===== src/rtl/sensor_pkg.sv =====
// Shared definitions for the S15611 line-packet format, used by both the
// acquisition-side packer and the receive-side parser.
//   - parser FSM state encoding (legacy 3-bit constants, also exported on dbg_state)
//   - default header/footer framing words and default line length
//   - pixel_pair_t: the two 12-bit pixels carried by one data word
//   - pads_clear(): true when the unused nibbles of a data word are zero
package sensor_pkg;

    localparam logic [2:0] ST_IDLE    = 3'd0;
    localparam logic [2:0] ST_TSTAMP  = 3'd1;
    localparam logic [2:0] ST_DATA    = 3'd2;
    localparam logic [2:0] ST_FOOTER  = 3'd3;
    localparam logic [2:0] ST_DISCARD = 3'd4;

    localparam logic [31:0] SENSOR_HEADER = 32'hAAAA_AAAA;
    localparam logic [31:0] SENSOR_FOOTER = 32'h5555_5555;
    localparam int          SENSOR_PIXELS = 1024;

    // hi = even pixel (word bits [27:16]), lo = odd pixel (word bits [11:0])
    typedef struct packed {
        logic [11:0] hi;
        logic [11:0] lo;
    } pixel_pair_t;

    function automatic logic pads_clear(input logic [31:0] word);
        return (word[31:28] == 4'h0) && (word[15:12] == 4'h0);
    endfunction

endpackage


===== src/rtl/sensor_packet_parser_pixel_unpacker.sv =====
// pixel_unpacker: serialises one accepted data word into two pixel beats.
// The even pixel is registered on the load edge, the odd pixel one cycle
// later; lo_pending is high in between and is used upstream to stall the
// stream so a new word can never overlap a pending odd pixel.
// Ports:
//   master_clock, resetn  clock, synchronous active-low reset
//   load                  accepted data word whose pixels are to be emitted
//   pair                  the word's two pixels
//   base_index            pixel index of the even pixel (2k)
//   lo_pending            odd pixel still to be emitted next cycle
//   pixel_data/index/valid  registered pixel output
module pixel_unpacker
    import sensor_pkg::*;
(
    input  logic        master_clock,
    input  logic        resetn,
    input  logic        load,
    input  pixel_pair_t pair,
    input  logic [9:0]  base_index,
    output logic        lo_pending,
    output logic [11:0] pixel_data,
    output logic [9:0]  pixel_index,
    output logic        pixel_valid
);

    logic        lo_pending_q, lo_pending_d;
    logic [11:0] lo_pix_q, lo_pix_d;
    logic [11:0] pix_data_q, pix_data_d;
    logic [9:0]  pix_idx_q, pix_idx_d;
    logic        pix_valid_q, pix_valid_d;

    always_comb begin
        lo_pending_d = 1'b0;
        lo_pix_d     = lo_pix_q;
        pix_data_d   = pix_data_q;
        pix_idx_d    = pix_idx_q;
        pix_valid_d  = 1'b0;
        if (load) begin
            pix_data_d   = pair.hi;
            pix_idx_d    = base_index;
            pix_valid_d  = 1'b1;
            lo_pix_d     = pair.lo;
            lo_pending_d = 1'b1;
        end else if (lo_pending_q) begin
            pix_data_d  = lo_pix_q;
            pix_idx_d   = pix_idx_q + 10'd1;
            pix_valid_d = 1'b1;
        end
    end

    always_ff @(posedge master_clock) begin
        if (!resetn) begin
            lo_pending_q <= 1'b0;
            lo_pix_q     <= '0;
            pix_data_q   <= '0;
            pix_idx_q    <= '0;
            pix_valid_q  <= 1'b0;
        end else begin
            lo_pending_q <= lo_pending_d;
            lo_pix_q     <= lo_pix_d;
            pix_data_q   <= pix_data_d;
            pix_idx_q    <= pix_idx_d;
            pix_valid_q  <= pix_valid_d;
        end
    end

    assign lo_pending  = lo_pending_q;
    assign pixel_data  = pix_data_q;
    assign pixel_index = pix_idx_q;
    assign pixel_valid = pix_valid_q;

endmodule


===== src/rtl/sensor_packet_parser.sv =====
// sensor_packet_parser: AXI4-Stream receive parser for S15611 line packets
// (header, timestamp, PIXELS/2 packed pixel words, footer). Validates
// framing, recovers line timestamp and inter-line period, unpacks pixels,
// counts good and malformed packets and resynchronises on the next header.
// Ports:
//   master_clock, resetn            clock, synchronous active-low reset
//   data_tdata/tvalid/tlast/tready  input stream
//   pixel_data/index/valid          unpacked pixel beats
//   line_timestamp, line_period     current line timestamp, delta to previous good line
//   line_done, line_error           one-cycle pulses per good / malformed packet
//   line_count, error_count         good packets (wraps), bad packets (saturates)
//   dbg_state                       current FSM state
// Build option: PARSER_PAD_CHECK_EN rejects data words with nonzero pad nibbles.
//
// state    | meaning
// IDLE     | hunting for a header word, everything else dropped
// TSTAMP   | next beat is the line timestamp
// DATA     | receiving packed pixel words
// FOOTER   | next beat must be the footer with tlast
// DISCARD  | dropping beats of a malformed packet until tlast
module sensor_packet_parser
    import sensor_pkg::*;
#(
    parameter int          PIXELS       = SENSOR_PIXELS,
    parameter logic [31:0] HEADER_VALUE = SENSOR_HEADER,
    parameter logic [31:0] FOOTER_VALUE = SENSOR_FOOTER
) (
    input  logic        master_clock,
    input  logic        resetn,
    input  logic [31:0] data_tdata,
    input  logic        data_tvalid,
    input  logic        data_tlast,
    output logic        data_tready,
    output logic [11:0] pixel_data,
    output logic [9:0]  pixel_index,
    output logic        pixel_valid,
    output logic [31:0] line_timestamp,
    output logic [31:0] line_period,
    output logic        line_done,
    output logic        line_error,
    output logic [15:0] line_count,
    output logic [15:0] error_count,
    output logic [2:0]  dbg_state
);

    localparam int WCNT_W = (PIXELS / 2 > 1) ? $clog2(PIXELS / 2) : 1;
    localparam logic [WCNT_W-1:0] LAST_WORD = WCNT_W'(PIXELS / 2 - 1);

    logic [2:0]        state_q, state_d;
    logic [WCNT_W-1:0] word_cnt_q, word_cnt_d;
    logic [31:0]       ts_q, ts_d;
    logic [31:0]       prev_ts_q, prev_ts_d;
    logic              have_prev_q, have_prev_d;
    logic [31:0]       period_q, period_d;
    logic              done_q, done_d;
    logic              err_q, err_d;
    logic [15:0]       line_cnt_q, line_cnt_d;
    logic [15:0]       err_cnt_q, err_cnt_d;

    logic              lo_pending;
    logic              accept;
    logic              pad_bad;
    logic              word_load;
    pixel_pair_t       word_pair;

    assign data_tready = resetn && !lo_pending;
    assign accept      = data_tvalid && data_tready;
    assign word_pair   = '{hi: data_tdata[27:16], lo: data_tdata[11:0]};

`ifdef PARSER_PAD_CHECK_EN
    assign pad_bad = !pads_clear(data_tdata);
`else
    logic unused_pad_bits;
    assign unused_pad_bits = ^{data_tdata[31:28], data_tdata[15:12]};
    assign pad_bad = 1'b0;
`endif

    always_comb begin
        state_d     = state_q;
        word_cnt_d  = word_cnt_q;
        ts_d        = ts_q;
        prev_ts_d   = prev_ts_q;
        have_prev_d = have_prev_q;
        period_d    = period_q;
        done_d      = 1'b0;
        err_d       = 1'b0;
        line_cnt_d  = line_cnt_q;
        err_cnt_d   = err_cnt_q;
        word_load   = 1'b0;
        // flagged packets: a tlast beat already ends the packet, otherwise drain it
        if (accept) begin
            case (state_q)
                ST_IDLE: begin
                    if (data_tdata == HEADER_VALUE && !data_tlast) begin
                        state_d    = ST_TSTAMP;
                        word_cnt_d = '0;
                    end
                end
                ST_TSTAMP: begin
                    ts_d = data_tdata;
                    if (data_tlast) begin
                        err_d   = 1'b1;
                        state_d = ST_IDLE;
                    end else begin
                        state_d = ST_DATA;
                    end
                end
                ST_DATA: begin
                    word_load = !pad_bad;
                    if (pad_bad || data_tlast) begin
                        err_d   = 1'b1;
                        state_d = data_tlast ? ST_IDLE : ST_DISCARD;
                    end else if (word_cnt_q == LAST_WORD) begin
                        state_d = ST_FOOTER;
                    end else begin
                        word_cnt_d = word_cnt_q + 1'b1;
                    end
                end
                ST_FOOTER: begin
                    if (data_tdata == FOOTER_VALUE && data_tlast) begin
                        done_d      = 1'b1;
                        line_cnt_d  = line_cnt_q + 16'd1;
                        period_d    = have_prev_q ? (ts_q - prev_ts_q) : 32'd0;
                        prev_ts_d   = ts_q;
                        have_prev_d = 1'b1;
                        state_d     = ST_IDLE;
                    end else begin
                        err_d   = 1'b1;
                        state_d = data_tlast ? ST_IDLE : ST_DISCARD;
                    end
                end
                ST_DISCARD: begin
                    if (data_tlast) begin
                        state_d = ST_IDLE;
                    end
                end
                default: state_d = ST_IDLE;
            endcase
        end
        if (err_d && err_cnt_q != 16'hFFFF) begin
            err_cnt_d = err_cnt_q + 16'd1;
        end
    end

    always_ff @(posedge master_clock) begin
        if (!resetn) begin
            state_q     <= ST_IDLE;
            word_cnt_q  <= '0;
            ts_q        <= '0;
            prev_ts_q   <= '0;
            have_prev_q <= 1'b0;
            period_q    <= '0;
            done_q      <= 1'b0;
            err_q       <= 1'b0;
            line_cnt_q  <= '0;
            err_cnt_q   <= '0;
        end else begin
            state_q     <= state_d;
            word_cnt_q  <= word_cnt_d;
            ts_q        <= ts_d;
            prev_ts_q   <= prev_ts_d;
            have_prev_q <= have_prev_d;
            period_q    <= period_d;
            done_q      <= done_d;
            err_q       <= err_d;
            line_cnt_q  <= line_cnt_d;
            err_cnt_q   <= err_cnt_d;
        end
    end

    pixel_unpacker u_unpacker (
        .master_clock (master_clock),
        .resetn       (resetn),
        .load         (word_load),
        .pair         (word_pair),
        .base_index   (10'({word_cnt_q, 1'b0})),
        .lo_pending   (lo_pending),
        .pixel_data   (pixel_data),
        .pixel_index  (pixel_index),
        .pixel_valid  (pixel_valid)
    );

    assign line_timestamp = ts_q;
    assign line_period    = period_q;
    assign line_done      = done_q;
    assign line_error     = err_q;
    assign line_count     = line_cnt_q;
    assign error_count    = err_cnt_q;
    assign dbg_state      = state_q;

endmodule


===== config.mk =====
export PLATFORM = sky130hd
export DESIGN_NAME = sensor_packet_parser
export DESIGN_NICKNAME = d
export VERILOG_FILES = /design/src/rtl/sensor_pkg.sv /design/src/rtl/sensor_packet_parser_pixel_unpacker.sv /design/src/rtl/sensor_packet_parser.sv
export SDC_FILE = /design/constraint.sdc
export NUM_CORES = 1
export LEC_CHECK = 0
export ABC_AREA = 1
export BUFFER_PORTS_ARGS = -buffer_cell sky130_fd_sc_hd__buf_2
export CELL_PAD_IN_SITES_DETAIL_PLACEMENT = 1
export CELL_PAD_IN_SITES_GLOBAL_PLACEMENT = 2
export CORE_ASPECT_RATIO = 1.1
export CORE_MARGIN = 2
export CORE_UTILIZATION = 31
export CTS_CLUSTER_SIZE = 24
export DETAILED_ROUTE_END_ITERATION = 10
export PLACE_DENSITY_LB_ADDON = 0.05
export REMOVE_ABC_BUFFERS = 1
export SLEW_MARGIN = 20
export SYNTH_ARGS = -nofsm -noshare
export SYNTH_HDL_FRONTEND = slang
export SYNTH_HIERARCHICAL = 1
export SYNTH_SLANG_ARGS = --single-unit

===== constraint.sdc =====
create_clock -name master_clock -period 2.45 [get_ports master_clock]
set_input_delay 0.49 -clock master_clock [delete_from_list [all_inputs] [get_ports master_clock]]
set_output_delay 0.49 -clock master_clock [all_outputs]
set_load 0.02 [all_outputs]

==> flow_metrics.py, run 1 <==
metrics = {
    "run_status": {
        "status": "complete, no violations",
    },
    "timing": {
        "finalCriticalPeriod_ns": 2.29,
        "setup_viol": 0,
        "rsz0062_at_grt": "no",
        "worst_pin_slew_ns": 0.990,
        "maxSlewHeadroom": 0.340,
        "hold_violations": 0,
        "fmax_ghz": 0.437,
        "skew_ns": 0.0136,
        "period_share": 0.934,
        "slew_violations": 0,
    },
    "clock_network": {
        "cts.sinks": 179,
        "hold_buffers": 0,
        "cts_resized": 0,
        "htree_levels": 4,
        "numCtsBuffers": 17,
        "cts_tree": "done",
        "root_buffer": "clkbuf_16",
        "ctsLongestPathBuffers": 2,
        "postCtsSetupBuffers": 0,
        "path_clk_slew_ns": 0.07,
        "clkLatencyLatePin_ns": 0.46,
    },
    "run": {
        "drv_cap": 0,
    },
    "placed_design": {
        "place_inst": 2206,
        "hpwl_um": 28600,
        "port_buffers": 160,
        "gp_congestion": 0.847,
    },
    "cells_and_area": {
        "fin_util": 0.376,
        "nFillCells": 4377,
        "nNetsFinal": 1867,
        "drive_gt1_frac": 0.143,
        "fin_cells": 2239,
        "area_growth_pct": 20.0,
    },
    "setup_path": {
        "required_ns": 2.83,
        "worst_setup_path_end_kind": "flop",
        "startpoint_type": "flop",
        "slowest_stage": "fa_1",
        "crit_chain": "inv_1 -> ha_1 -> fa_1 -> inv_1 -> nand2_1 -> nand3_1 -> nand2_1 -> nand2_1 -> xor2_1 -> nand3_1 -> a21oi_1",
        "slowest_delay_ns": 0.40,
        "arrival_ns": 2.66,
        "critical_path_class": "reg -> reg",
        "cp_max_fo": 3,
        "path_common_cell": "nand2_1",
    },
    "logic_synthesis": {
        "synth_ff_type": "dfxtp_1",
        "synth.distinct_cells": 39,
        "netlist_instances": 1624,
        "netlist_area_mm2": 0.0104,
        "synth-seq-cells": 179,
        "synthArstFlopShare": 0,
        "ys_top_cells_by_count": "nand2_1, inv_1, dfxtp_1",
        "ys_seq_area_frac": 0.346,
        "synth.top_cell.area_share": 0.346,
        "avgSynthCellArea_um2": 6.38,
        "synth.most_common_cell": "nand2_1",
        "synth_edf_count": 0,
        "yosysWarnings": 6,
        "synth_top_area_cell": "dfxtp_1",
        "synth_top_cells_by_area": "dfxtp_1, nand2_1, inv_1, a21oi_1, nand3_1",
    },
    "pwr": {
        "total_power_mw": 6.18,
        "ir_worst_vdd_v": 0.000520,
        "p_per_area_mw_per_mm2": 497,
        "p_leak_nw": 6.06,
    },
    "floorplanning": {
        "row_count": 70,
        "die_h_um": 196,
        "io_pins": 161,
        "core_mm2": 0.0331,
        "die_area_mm2": 0.0349,
        "initial_core_util": 0.313,
        "die_w_um": 178,
    },
    "routing": {
        "wl_per_cell_um": 16.4,
        "drt-met1-wl_um": 17600,
        "wl_met2_um": 17500,
        "routed_wl_um": 36800,
        "drtIter0Drc": 377,
        "top_layer": "met5",
        "ant_nets": 0,
        "vias": 10700,
        "first_pass_iters": 4,
        "drc": 0,
        "wl_met3_um": 1250,
        "viasPerCell": 4.76,
    },
    "global_routing": {
        "first_global_vias": 11100,
        "grt_pass1_wl_um": 59500,
        "antenna_found_initial": 2,
        "grt.total_usage": 0.218,
        "grt_max_degree": 92,
        "gr-total-overflow": 0,
    },
    "min_path": {
        "hp-class": "in -> reg",
    },
}
[state kept, by name (all words and copies together) (netlist names), 10 cells and up]
name and count:
line_timestamp 32, prev_ts_q 32, u_unpacker/pixel_data 12, line_count 16, u_unpacker/pixel_index 10, error_count 16
line_period 32, u_unpacker/lo_pix_q 12
[worst max-delay path: cells and delay by family, from the launching register on]
kind,cells,cell delay (ns)
simple gates,5,0.69
xor+xnor,1,0.22
fa+ha+maj,2,0.62
buf+inv,2,0.18
compound gates,1,0.14
flops,1,0.36
[per-layer routing]
layer	global-route usage	vias up
met2	0.373	144
met1	0.282	5007
met5	0	-
li1	-	5475
met3	0.0413	31
met4	0.0497	4
[where the power goes]
group | internal [mW] | switching [mW] | total [mW] | leakage, nW
Clock | 1.76 | 1.32 | 3.08 | 0.311
Combinational | 0.0508 | 0.145 | 0.196 | 4.31
Sequential | 2.91 | 0.000246 | 2.91 | 1.44
Total | 4.72 | 1.46 | 6.18 | 6.06
[path summary, 6_finish.rpt]
check                                 start                             endpoint  slack, ns  cells after the start
max          line_timestamp[0]$_SDFFE_PN0P_         line_period[10]$_SDFFE_PN0P_       0.16                     11
min                           data_tdata[1]  u_unpacker/lo_pix_q[1]$_SDFFE_PN0P_       0.27                      3
max reg2reg  line_timestamp[0]$_SDFFE_PN0P_         line_period[10]$_SDFFE_PN0P_       0.16                     11
min reg2reg     line_period[1]$_SDFFE_PN0P_          line_period[1]$_SDFFE_PN0P_       0.46                      2
[final cells by class]
class | instances | area, um^2 | share of cell area
diodes | 1 | 2.50 | 0.000201
clock buffers | 19 | 443 | 0.0356
clock inverters | 13 | 196 | 0.0158
inverters | 258 | 968 | 0.0779
multi-input cells | 1138 | 5570 | 0.448
flip-flops and latches | 179 | 3580 | 0.288
well taps | 432 | 541 | 0.0435
repair buffers | 199 | 1130 | 0.0910
[cells in the final DEF (no fill, tap or decap), drive strengths merged, types with 28 or more instances in the layout]
master / instances
dfxtp: 179
nand4: 28
a21oi: 140
nand2: 477
o21ai: 60
nand3: 136
nor2: 149
ha: 37
inv: 262
buf: 199
[cell families (layout without fill, tap and decap cells)]
logic type | Yosys count | after routing | share of synthesized area
and+or+nand+nor | 831 | 831 | 0.339
buffers and inverters | 307 | 489 | 0.117
AOI/OAI and AO/OA | 232 | 232 | 0.120
DFF | 179 | 179 | 0.346
adders and majority gates | 38 | 38 | 0.0466
xor gates and xnor gates | 36 | 36 | 0.0304
other | 1 | 2 | 0.000362
[through the flow]
| stage | TNS, ns | hold WS, ns | setup slack [ns] | area (um^2) |
|---|---|---|---|---|
| 2_1_floorplan | -52.22 | 0.443 | -0.891 | 10100 |
| 3_3_place_gp | 0 | 0.450 | 0.220 | 11800 |
| 3_5_place_dp | 0 | 0.454 | 0.170 | 11800 |
| 4_1_cts | 0 | 0.237 | 0.138 | 12400 |
| 5_1_grt | 0 | 0.262 | 0.000602 | 12400 |
| 6_report | 0 | 0.266 | 0.163 | 12400 |
No activity file was read; power rests on OpenSTA's default activity.
==> run 2: changes to the inputs <==
--- a/config.mk
+++ b/config.mk
@@ -5,13 +5,12 @@
 export SDC_FILE = /design/constraint.sdc
 export NUM_CORES = 1
 export LEC_CHECK = 0
-export ABC_AREA = 1
 export BUFFER_PORTS_ARGS = -buffer_cell sky130_fd_sc_hd__buf_2
 export CELL_PAD_IN_SITES_DETAIL_PLACEMENT = 1
 export CELL_PAD_IN_SITES_GLOBAL_PLACEMENT = 2
 export CORE_ASPECT_RATIO = 1.1
 export CORE_MARGIN = 2
-export CORE_UTILIZATION = 31
+export CORE_UTILIZATION = 32
 export CTS_CLUSTER_SIZE = 24
 export DETAILED_ROUTE_END_ITERATION = 10
 export PLACE_DENSITY_LB_ADDON = 0.05
==> run 2 against run 1 <==
Compared with the run above: synthesized cell count decreased by 30%; area after synthesis is 14% lower; global-route usage shrank 1.2 points; non-clock buffer count is 109 higher; routed wire length shrank 19%; critical path depth is 1 higher; design area is 3.5% lower; register-to-register slack lost 0.14 ns; combinational power is essentially flat; sequential power hardly changed; critical path type unchanged.
==> flow_metrics.py, run 2 <==
metrics = {
    "setup_path": {
        "arrival_ns": 2.75,
        "worst_setup_path_end_kind": "flop",
        "required_ns": 2.77,
        "critical_path_class": "reg -> reg",
        "startpoint_type": "flop",
        "cp_max_fo": 2,
    },
    "logic_synthesis": {
        "ys_seq_area_frac": 0.403,
        "ys_top_cells_by_count": "nand2_1, dfxtp_1, a21oi_1",
        "synth.most_common_cell": "nand2_1",
        "synth-seq-cells": 179,
        "avgSynthCellArea_um2": 7.87,
        "synthArstFlopShare": 0,
        "synth.distinct_cells": 63,
        "synth.top_cell.area_share": 0.403,
        "synth_ff_type": "dfxtp_1",
        "synth_edf_count": 0,
        "synth_top_cells_by_area": "dfxtp_1, nand2_1, a21oi_1, ha_1, nor2_1",
        "yosysWarnings": 6,
        "netlist_instances": 1129,
        "netlist_area_mm2": 0.00889,
        "synth_top_area_cell": "dfxtp_1",
    },
    "run": {
        "drv_cap": 0,
    },
    "cells_and_area": {
        "final_common_cell": "nand2_1",
        "nNetsFinal": 1473,
        "n_antenna_cell": 0,
        "area_growth_pct": 35.0,
        "fin_util": 0.442,
        "mostFrequentLayoutCells": "nand2_1, dfxtp_1, buf_2, buf_4, a21oi_1",
        "drive_gt1_frac": 0.293,
    },
    "pwr": {
        "p_leak_nw": 5.10,
        "combPwrFrac": 0.034,
        "clkPwrFrac": 0.455,
        "p_per_area_mw_per_mm2": 474,
        "ir_worst_vdd_v": 0.000292,
        "p_switching_mw": 1.25,
        "seqPwrFrac": 0.511,
        "internal-power_mw": 4.44,
        "swShare": 0.220,
    },
    "global_routing": {
        "grt_pass1_wl_um": 47200,
        "antenna_found_initial": 0,
        "grt_max_degree": 116,
        "gr-total-overflow": 0,
        "first_global_vias": 8826,
        "grt.total_usage": 0.206,
    },
    "clock_network": {
        "ctsLongestPathBuffers": 2,
        "hold_buffers": 0,
        "clkLatencyLatePin_ns": 0.44,
        "cts.sinks": 179,
        "path_clk_slew_ns": 0.07,
        "root_buffer": "clkbuf_16",
        "numCtsBuffers": 17,
        "cts_tree": "done",
        "htree_levels": 4,
    },
    "timing": {
        "setup_viol": 0,
        "fmax_ghz": 0.412,
        "skew_ns": 0.0105,
        "slew_violations": 0,
        "hold_violations": 0,
        "finalCriticalPeriod_ns": 2.43,
        "period_share": 0.992,
        "worst_pin_slew_ns": 0.599,
        "rsz0062_at_grt": "yes",
        "fin_ws_ns": 0.0206,
        "fin_tns_setup_ns": 0,
        "maxSlewHeadroom": 0.600,
    },
    "placed_design": {
        "dp_slack_ns": -0.347,
        "port_buffers": 160,
        "gp_congestion": 0.829,
        "hpwl_um": 22300,
    },
    "routing": {
        "first_pass_iters": 4,
        "ant_nets": 0,
        "routed_wl_um": 29700,
        "drtIter0Drc": 367,
        "drc": 0,
        "wl_per_cell_um": 16.8,
        "vias": 8640,
        "viasPerCell": 4.90,
    },
    "floorplanning": {
        "die_w_um": 163,
        "core_mm2": 0.0271,
        "die_h_um": 179,
        "io_pins": 161,
        "die_area_mm2": 0.0291,
        "row_count": 63,
        "initial_core_util": 0.328,
    },
    "run_status": {
        "status": "complete, no violations",
    },
    "min_path": {
        "hp-class": "in -> reg",
    },
}
==> run 2: cell type report <==
| cell class | count | area, um^2 |
|---|---|---|
| clock inverter | 5 | 55.1 |
| multi-input combinational | 845 | 5270 |
| inverter | 48 | 181 |
| tap | 357 | 447 |
| fill | 3376 | 15100 |
| timing repair buffer | 308 | 1970 |
| clock buffer | 23 | 478 |
| sequential | 179 | 3600 |
==> run 2: path summary, 6_finish.rpt <==
| path | from | endpoint | slack, ns | cells past startpoint |
|---|---|---|---|---|
| max | line_timestamp[1]$_SDFFE_PN0P_ | line_period[27]$_SDFFE_PN0P_ | 0.02 | 12 |
| min | data_tdata[24] | line_timestamp[24]$_SDFFE_PN0P_ | 0.35 | 3 |
| max reg2reg | line_timestamp[1]$_SDFFE_PN0P_ | line_period[27]$_SDFFE_PN0P_ | 0.02 | 12 |
| min reg2reg | line_period[26]$_SDFFE_PN0P_ | line_period[26]$_SDFFE_PN0P_ | 0.44 | 2 |
==> run 2: worst max-delay path, stage by stage, from the launching register on <==
cell       delay, ns
dfxtp_2         0.33
buf_6           0.11
ha_4            0.22
nor2b_4         0.12
buf_4           0.13
o31a_1          0.31
o2111ai_2       0.19
o211ai_1        0.21
o21ai_2         0.26
buf_4           0.14
buf_6           0.08
xor2_1          0.14
o21ai_1         0.07
==> run 2: metal layers <==
metal	vias to the layer above	track usage	share of wire	wire (um)
met5	-	0	0	0
met3	23	0.0356	0.036	1080
li1	4398	-	-	-
met4	0	0.0594	0.014	429
met2	134	0.351	0.49	14400
met1	4085	0.268	0.46	13800
==> run 2: what timing repair did <==
action                     in CTS  in global routing
gates resized for setup        33                 53
pin swaps                      14                 25
setup endpoints to repair      21                 27
buffers inserted                3                  4
==> run 2: cells by family (layout without fill, tap and decap cells) <==
group,count (synthesis),after routing,synth area share
flops,179,179,0.403
simple gates,461,461,0.243
other cells,1,1,0.000422
fa+ha+maj,38,38,0.0544
compound gates,261,261,0.166
mux,27,27,0.0304
buf+inv,105,384,0.0463
xor+xnor,57,57,0.0562
==> run 2: through the flow <==
| step | hold slack [ns] | area [um^2] | instances | power, mW |
|---|---|---|---|---|
| detailed placement | 0.440 | 11000 | 1730 | 3.17 |
| CTS | 0.317 | 11700 | 1761 | 5.78 |
| global route | 0.346 | 12000 | 1765 | 5.92 |
| floorplan | 0.432 | 8650 | 1072 | 3.02 |
| finish | 0.346 | 12000 | 1765 | 5.69 |
| global placement | 0.433 | 11000 | 1730 | 3.17 |
==> run 2: power groups by stage <==
| stage | Sequential, mW | Clock (mW) | Combinational, mW |
|---|---|---|---|
| floorplan | 2.97 | 0 | 0.0489 |
| global placement | 2.97 | 0 | 0.194 |
| global route | 2.91 | 2.81 | 0.207 |
| finish | 2.91 | 2.59 | 0.193 |
| CTS | 2.91 | 2.68 | 0.194 |
| detailed placement | 2.97 | 0 | 0.193 |
==> run 3: changes to the inputs <==
--- a/config.mk
+++ b/config.mk
@@ -14,6 +14,7 @@
 export CTS_CLUSTER_SIZE = 24
 export DETAILED_ROUTE_END_ITERATION = 10
 export PLACE_DENSITY_LB_ADDON = 0.05
+export RECOVER_POWER = 25
 export REMOVE_ABC_BUFFERS = 1
 export SLEW_MARGIN = 20
 export SYNTH_ARGS = -nofsm -noshare
==> run 3 against run 2 <==
Compared with the run above: register-to-register slack is essentially flat; critical path depth increased by 1; utilization fell by 0.37 points; fmax rose by 0.49%; routed wire length about the same; die area unchanged; global-route usage unchanged; clock power about the same; sequential power about the same; sequential cell count unchanged; clock skew about the same; hold slack better by 0.00055 ns; critical endpoint is now line_period[28]$_SDFFE_PN0P_; largest power group unchanged.
==> flow_metrics.py, run 3 (synthesis gave the netlist of run 2 again) <==
metrics = {
    "run_status": {
        "status": "complete, no violations",
    },
    "clock_network": {
        "numCtsBuffers": 17,
        "cts.sinks": 179,
        "root_buffer": "clkbuf_16",
        "cts_tree": "done",
        "path_clk_slew_ns": 0.07,
        "ctsLongestPathBuffers": 2,
        "htree_levels": 4,
        "hold_buffers": 0,
        "clkLatencyLatePin_ns": 0.44,
    },
    "placed_design": {
        "gp_congestion": 0.829,
        "dp_slack_ns": -0.347,
        "hpwl_um": 22300,
        "port_buffers": 160,
        "place_area_mm2": 0.0110,
    },
    "setup_path": {
        "reg2reg_slack_ns": 0.03,
        "startpoint_type": "flop",
        "required_ns": 2.77,
        "worst-path-buf-inv": 2,
        "critPathTopFamily": "compound AO/OA/AOI/OAI gates",
        "slowest_delay_ns": 0.34,
        "slowest_stage": "fa_2",
        "crit_chain": "inv_1 -> ha_2 -> fa_2 -> nand2b_4 -> a21oi_4 -> o21ai_4 -> a211oi_2 -> buf_4 -> nor2b_4 -> nor3b_1 -> o211ai_1 -> xnor2_1 -> o21ai_1",
        "critical_path_class": "reg -> reg",
        "arrival_ns": 2.74,
        "cp_max_fo": 2,
        "worst_setup_path_end_kind": "flop",
    },
    "routing": {
        "routed_wl_um": 29700,
        "drtIter0Drc": 363,
        "top_layer": "met4",
        "vias": 8666,
        "wl_met2_um": 14500,
        "wl_met3_um": 999,
        "first_pass_iters": 4,
        "ant_nets": 0,
        "viasPerCell": 4.91,
        "wl_per_cell_um": 16.8,
        "drt-met1-wl_um": 13800,
        "drc": 0,
    },
    "timing": {
        "maxSlewHeadroom": 0.603,
        "finalCriticalPeriod_ns": 2.42,
        "worst_pin_slew_ns": 0.595,
        "hold_violations": 0,
        "fmax_ghz": 0.414,
        "fin_ws_ns": 0.0325,
        "slew_violations": 0,
        "fin_tns_setup_ns": 0,
        "setup_viol": 0,
        "period_share": 0.987,
        "rsz0062_at_grt": "yes",
        "skew_ns": 0.0108,
    },
    "pwr": {
        "p_per_area_mw_per_mm2": 478,
        "p_leak_nw": 4.78,
        "ir_worst_vdd_v": 0.000291,
    },
    "floorplanning": {
        "row_count": 63,
        "io_pins": 161,
        "die_w_um": 163,
        "core_mm2": 0.0271,
        "die_h_um": 179,
        "initial_core_util": 0.328,
        "die_area_mm2": 0.0291,
    },
    "global_routing": {
        "grt_pass1_wl_um": 47200,
        "gr-total-overflow": 0,
        "grt.total_usage": 0.206,
        "grt_max_degree": 116,
        "antenna_found_initial": 0,
        "first_global_vias": 8826,
    },
    "cells_and_area": {
        "area_growth_pct": 33.9,
        "final_cell_area_mm2": 0.0119,
        "nNetsFinal": 1473,
        "drive_gt1_frac": 0.240,
        "fin_util": 0.439,
        "final_common_cell": "nand2_1",
        "n_antenna_cell": 0,
        "mostFrequentLayoutCells": "nand2_1, dfxtp_1, buf_4, a21oi_1, nor2_1",
    },
    "run": {
        "drv_cap": 0,
    },
    "min_path": {
        "hp-class": "in -> reg",
    },
}
run 3: changes by cell type in the layout (fill, tap and decap cells not counted), sizes merged:
cell | previous run | this run
buf | 308 | 236
clkbuf | 23 | 95
run 3: layout make-up:
type | instances | area (um^2)
Timing Repair Buffer | 308 | 1880
Clock buffer | 23 | 478
Inverter | 48 | 181
Fill cell | 3410 | 15200
Sequential cell | 179 | 3600
Tap cell | 357 | 447
Multi-Input combinational cell | 845 | 5260
Clock inverter | 5 | 55.1
run 3: path summary, 6_finish.rpt:
check	start	to	cells after the start
max	line_timestamp[0]$_SDFFE_PN0P_	line_period[28]$_SDFFE_PN0P_	13
min	data_tdata[24]	line_timestamp[24]$_SDFFE_PN0P_	3
max reg2reg	line_timestamp[0]$_SDFFE_PN0P_	line_period[28]$_SDFFE_PN0P_	13
min reg2reg	line_period[26]$_SDFFE_PN0P_	line_period[26]$_SDFFE_PN0P_	2
run 3: repair_timing:
item / in CTS / in global routing
buffers inserted: 3 / 4
endpoints found under the setup margin: 21 / 27
resized for setup: 33 / 53
pin swaps: 14 / 25
run 3: power breakdown:
part | leakage (nW) | internal, mW | switching [mW]
logic | 3.07 | 0.0708 | 0.121
registers | 1.45 | 2.91 | 0.00000000579
clock network | 0.257 | 1.46 | 1.13
total | 4.78 | 4.43 | 1.25
run 3: layer usage:
metal  GRT usage  vias up
met1       0.268     4119
met3      0.0356       25
met2       0.351      123
li1            -     4399
met4      0.0594        0
met5           0        -
run 3: metrics by stage:
stage / total power, mW / hold WS, ns / cells
final: 5.69 / 0.347 / 1765
after floorplan: 3.02 / 0.432 / 1072
after detailed placement: 3.17 / 0.440 / 1730
after global routing: 5.92 / 0.346 / 1765
after global placement: 3.17 / 0.433 / 1730
after CTS: 5.78 / 0.317 / 1761
run 3: worst register-to-register path, cell delays in order, from the launching register on:
cell and delay [ns]:
dfxtp_2 0.33, inv_1 0.05, ha_2 0.17, fa_2 0.34, nand2b_4 0.16, a21oi_4 0.18, o21ai_4 0.11, a211oi_2 0.19
buf_4 0.14, nor2b_4 0.14, nor3b_1 0.06, o211ai_1 0.20, xnor2_1 0.14, o21ai_1 0.06
